[config.mk]
export PLATFORM = sky130hd
export DESIGN_NAME = fifo_uart_tx
export DESIGN_NICKNAME = d
export VERILOG_FILES = /design/src/rtl/fifo_uart_pkg.sv /design/src/rtl/baud_counter.sv /design/src/rtl/fifo_uart_tx.sv
export SDC_FILE = /design/constraint.sdc
export NUM_CORES = 1
export LEC_CHECK = 0
export ABC_AREA = 1
export CELL_PAD_IN_SITES_DETAIL_PLACEMENT = 0
export CELL_PAD_IN_SITES_GLOBAL_PLACEMENT = 1
export CORE_AREA = 5 5 89 91
export DETAILED_ROUTE_END_ITERATION = 16
export DIE_AREA = 0 0 94 96
export PLACE_DENSITY_LB_ADDON = 0.15
export SYNTH_ARGS = -nofsm -noshare
export SYNTH_HDL_FRONTEND = slang
export SYNTH_SLANG_ARGS = --single-unit
[constraint.sdc]
create_clock -name clk -period 3.1 [get_ports clk]
set_input_delay 0.62 -clock clk [delete_from_list [all_inputs] [get_ports clk]]
set_output_delay 0.62 -clock clk [all_outputs]
set_load 0.05 [all_outputs]
[src/rtl/fifo_uart_pkg.sv]
// fifo_uart_pkg
// Shared definitions for the FIFO-fed UART transmitter: the transmit FSM
// state encoding, word/byte widths and the default bit period.
package fifo_uart_pkg;

  localparam int DATA_W           = 16;  // width of one FIFO word
  localparam int BYTE_W           = 8;   // data bits per serial frame
  localparam int CLKS_PER_BIT_DEF = 16;  // default clocks per bit time
  localparam int BAUD_W           = 16;  // baud counter width (covers 65535)

  typedef enum logic [2:0] {
    IDLE,
    POP,
    LATCH,
    START,
    DATA,
    STOP
  } state_e;

endpackage

[src/rtl/baud_counter.sv]
// baud_counter
// Free-running bit-period counter. Counts 0..CLKS_PER_BIT-1 and wraps;
// tick_o marks the last cycle of every bit period.
// Ports:
//   clk     clock, rising edge
//   rst     synchronous reset, active low
//   clr_i   hold the count at zero (used while no frame is on the line)
//   tick_o  high during the final cycle of a bit period
module baud_counter
  import fifo_uart_pkg::*;
#(
  parameter int CLKS_PER_BIT = CLKS_PER_BIT_DEF
) (
  input  logic clk,
  input  logic rst,
  input  logic clr_i,
  output logic tick_o
);

  localparam logic [BAUD_W-1:0] CNT_LAST = BAUD_W'(CLKS_PER_BIT - 1);

  logic [BAUD_W-1:0] cnt_q, cnt_d;
  logic              at_last;

  assign at_last = (cnt_q == CNT_LAST);
  assign tick_o  = at_last && !clr_i;

  always_comb begin
    cnt_d = cnt_q + BAUD_W'(1);
    // Wrapping on the tick lets consecutive bit periods run back to back
    // without the FSM reloading the counter.
    if (clr_i || at_last) cnt_d = '0;
  end

  always_ff @(posedge clk) begin
    if (!rst) cnt_q <= '0;
    else      cnt_q <= cnt_d;
  end

endmodule

[src/rtl/fifo_uart_tx.sv]
// fifo_uart_tx
// Pops 16-bit words from an upstream FIFO and sends each one as two 8N1
// UART frames, low byte first, then counts the completed word.
// Ports:
//   clk         clock, rising edge
//   rst         synchronous reset, active low
//   fifo_dout   FIFO read data, valid the cycle after fifo_rd_en
//   fifo_empty  FIFO has no words (only looked at while idle)
//   fifo_rd_en  single-cycle pop strobe
//   tx          registered serial output, idle high
//   busy        high whenever a word is in progress
//   words_sent  wrapping count of fully transmitted words
module fifo_uart_tx
  import fifo_uart_pkg::*;
#(
  parameter int CLKS_PER_BIT = CLKS_PER_BIT_DEF
) (
  input  logic              clk,
  input  logic              rst,
  input  logic [DATA_W-1:0] fifo_dout,
  input  logic              fifo_empty,
  output logic              fifo_rd_en,
  output logic              tx,
  output logic              busy,
  output logic [DATA_W-1:0] words_sent
);

  localparam int             BIT_W    = $clog2(BYTE_W);
  localparam logic [BIT_W-1:0] BIT_LAST = BIT_W'(BYTE_W - 1);

  state_e            state_q, state_d;
  logic [DATA_W-1:0] hold_q, hold_d;
  logic [BIT_W-1:0]  bit_q, bit_d;
  logic              byte_q, byte_d;
  logic [DATA_W-1:0] words_sent_q, words_sent_d;
  logic              tx_q, tx_d;
  logic              baud_clr;
  logic              tick;

  baud_counter #(
    .CLKS_PER_BIT(CLKS_PER_BIT)
  ) u_baud (
    .clk   (clk),
    .rst   (rst),
    .clr_i (baud_clr),
    .tick_o(tick)
  );

  // State register and control counters
  always_ff @(posedge clk) begin
    if (!rst) begin
      state_q      <= IDLE;
      bit_q        <= '0;
      byte_q       <= 1'b0;
      words_sent_q <= '0;
      tx_q         <= 1'b1;
    end else begin
      state_q      <= state_d;
      bit_q        <= bit_d;
      byte_q       <= byte_d;
      words_sent_q <= words_sent_d;
      tx_q         <= tx_d;
    end
  end

  // Holding register is pure data; it is always reloaded before use.
  always_ff @(posedge clk) begin
    hold_q <= hold_d;
  end

  // Next-state logic
  always_comb begin
    state_d      = state_q;
    hold_d       = hold_q;
    bit_d        = bit_q;
    byte_d       = byte_q;
    words_sent_d = words_sent_q;
    unique case (state_q)
      IDLE: begin
        if (!fifo_empty) state_d = POP;
      end
      POP: begin
        state_d = LATCH;
      end
      LATCH: begin
        hold_d  = fifo_dout;
        byte_d  = 1'b0;
        bit_d   = '0;
        state_d = START;
      end
      START: begin
        if (tick) begin
          bit_d   = '0;
          state_d = DATA;
        end
      end
      DATA: begin
        if (tick) begin
          if (bit_q == BIT_LAST) state_d = STOP;
          else                   bit_d   = bit_q + BIT_W'(1);
        end
      end
      STOP: begin
        if (tick) begin
          if (!byte_q) begin
            byte_d  = 1'b1;
            state_d = START;
          end else begin
            words_sent_d = words_sent_q + DATA_W'(1);
            state_d      = IDLE;
          end
        end
      end
      default: state_d = IDLE;
    endcase
  end

  // Output logic. tx is decoded from the next state so the registered line
  // changes on the same edge the FSM enters a bit period.
  always_comb begin
    fifo_rd_en = (state_q == POP);
    busy       = (state_q != IDLE);
    baud_clr   = (state_q == IDLE) || (state_q == POP) || (state_q == LATCH);
    tx_d       = 1'b1;
    case (state_d)
      START:   tx_d = 1'b0;
      DATA:    tx_d = hold_d[{byte_d, bit_d}];
      default: tx_d = 1'b1;
    endcase
  end

  assign tx         = tx_q;
  assign words_sent = words_sent_q;

endmodule

==> reports/metrics.yaml <==
hold_violations: 0
setup_tns_ns: 0
gr-total-overflow: 0
core_area_um2: 7059
seqCellArea_um2: 1121
area_delta_synth_final_pct: 22.51
post_cts_buffers: 0
yosys_warnings: 0
via_per_inst: 4.600
hp-class: "flip-flop to flip-flop"
drive_above_1_share_pct: 10.41
cp_data_arrival_time_ns: 1.79
cts_resized: 0
wirelength_um: 5755
wl_per_cell_um: 11.24
outcome: "completed"
reg2reg_depth: 12
synth_top_area_cell: "dfxtp_1"
antenna_cells: 0
synth_area_um2: 2685
grt_pass1_vias: 2309
synth_top_area_share_pct: 41.75
cts_buffer_depth: 2
dieArea_um2: 9024
setup_viol: 0
rsz0062_at_grt: "no"
synth_area_leaders: "dfxtp_1 42%, inv_1 9.4%, nand2_1 6.6%"
min_period_ns: 2.407
portBuffers: 37
timing.final.crit_share_pct: 77.64
layout_commonest_cell: "inv_1"
start_util_pct: 38.04
dr.pass1.iters: 4
fmax_ghz: 0.4155
antenna_found_initial: 0
tightest_slew_ns: 0.5133
num_rows: 31
worst-setup-path-type: "flip-flop to output pin"
grt_max_degree: 18
syn_nets: 392
clockRootBuffer: "clkbuf_8"
relSlewSlack_pct: 65.68
syn_avg_cell_area_um2: 7.257
vias: 2355
clock_latency_ns: 0.31
hold_depth: 1
ys_ff_latch: 56
holdBufCountCts: 0
required_ns: 2.48
grt_pass1_wl_um: 9991
slew_violations: 0
synth_cell_types: 34
grt_usage_pct: 13.78
cts.htree.levels: 2
fin_cells: 512
layout.nets: 434
vdd_drop_max_mv: 0.1987
worstSetupEndpointType: "output pin"
place_inst: 504
cp_max_fo: 5
cts_tree: "yes"
numCtsBuffers: 5
leakage_nw: 1.321
clk_pin_slew_ns: 0.09
multi_input_area_um2: 1285
die_width_um: 94
drc: 0
synth_cells: 370
final_cell_mix: "67 x inv_1, 56 x dfxtp_1, 47 x nand2_1, 39 x nor2_1, 37 x clkdlybuf4s50_1"
fillCellCount: 766
gp_congestion: 0.8274
seq_area_frac_synth_pct: 41.75
powerDensity_nw_per_um2: 528.0
fp.dieH_um: 96
maxCapViolCount: 0
skew_ns: 0.008505
cts_num_sinks: 56
critPathLaunchType: "flip-flop"
ant_nets: 0
first_iter_violations: 33
io_pins: 38
dp_hpwl_um: 4483
[final cells by class]
| cell class | instances | share of cell area [%] |
|---|---|---|
| sequential | 56 | 34.08 |
| clock inverter | 2 | 1.179 |
| clock buffer | 6 | 2.206 |
| timing repair buffer | 39 | 11.72 |
| tap | 99 | 3.766 |
| inverter | 70 | 7.988 |
| multi-input combinational | 240 | 39.06 |
[cell usage after synthesis (all sizes together)]
cell	instances
o21ai	35
xnor2	1
a31oi	2
a311oi	1
o21a	2
nand3	26
o211ai	1
o21bai	2
mux2i	1
inv	70
and3	1
a21oi	23
dfxtp	56
nand2	51
clkbuf	3
nor3	17
or2	15
nand4	11
nor3b	2
buf	1
nor4	2
nor2	44
ha	3
[registers in the layout (all words and copies together), names as in the netlist]
name,cells
bit_q,3
byte_q,1
hold_q,16
state_q,3
tx,1
u_baud.cnt_q,16
words_sent,16
[layer usage]
| layer | part of all wire [%] | global-route usage (%) |
|---|---|---|
| met5 | 0 | 0 |
| met4 | 1.6 | 5.415 |
| met3 | 3.3 | 2.111 |
| met2 | 48 | 24.36 |
| met1 | 47 | 16.79 |
[worst max-delay path, stage by stage, from the launching register on]
cell	delay (ns)
dfxtp_1	0.36
inv_1	0.12
nand2_1	0.09
nor2_1	0.11
clkdlybuf4s50_1	0.81
[path summary, 6_finish.rpt]
check | startpoint | to | slack [ns]
min | u_baud.cnt_q[0] | u_baud.cnt_q[0] | 0.45
max | state_q[1] | fifo_rd_en | 0.69
min reg2reg | u_baud.cnt_q[0] | u_baud.cnt_q[0] | 0.45
max reg2reg | state_q[2] | tx | 0.98
[report_power, final]
part	switching, W	internal (W)
Clock	0.000234	0.000244
Combinational	0.000223	0.000174
Sequential	0.0000257	0.000836
Total	0.000483	0.00125
[stage by stage]
step                hold slack, ns  total power [W]  instance area [um^2]  setup WS [ns]  util [%]
floorplan                   0.4175         0.001175                  2685          1.003         -
global route                0.4782         0.001885                  3289         0.5726     46.60
detailed placement          0.4372         0.001281                  3178         0.9436     45.02
finish                      0.4538         0.001737                  3289         0.6931     46.60
global placement            0.4295         0.001274                  3178         0.9727     45.02
CTS                         0.4589         0.001768                  3289         0.6581     46.60
[cells by family after synthesis]
group / after synthesis / share of synthesized area [%]
AO/OA/AOI/OAI: 66 / 13.00
XOR/XNOR: 1 / 0.3262
adder cells (fa/ha/maj): 3 / 1.398
buffers and inverters: 74 / 10.39
flip-flops: 56 / 41.75
multiplexers: 1 / 0.3728
AND/OR/NAND/NOR: 169 / 32.76
Power figures use the tool's default switching activity.
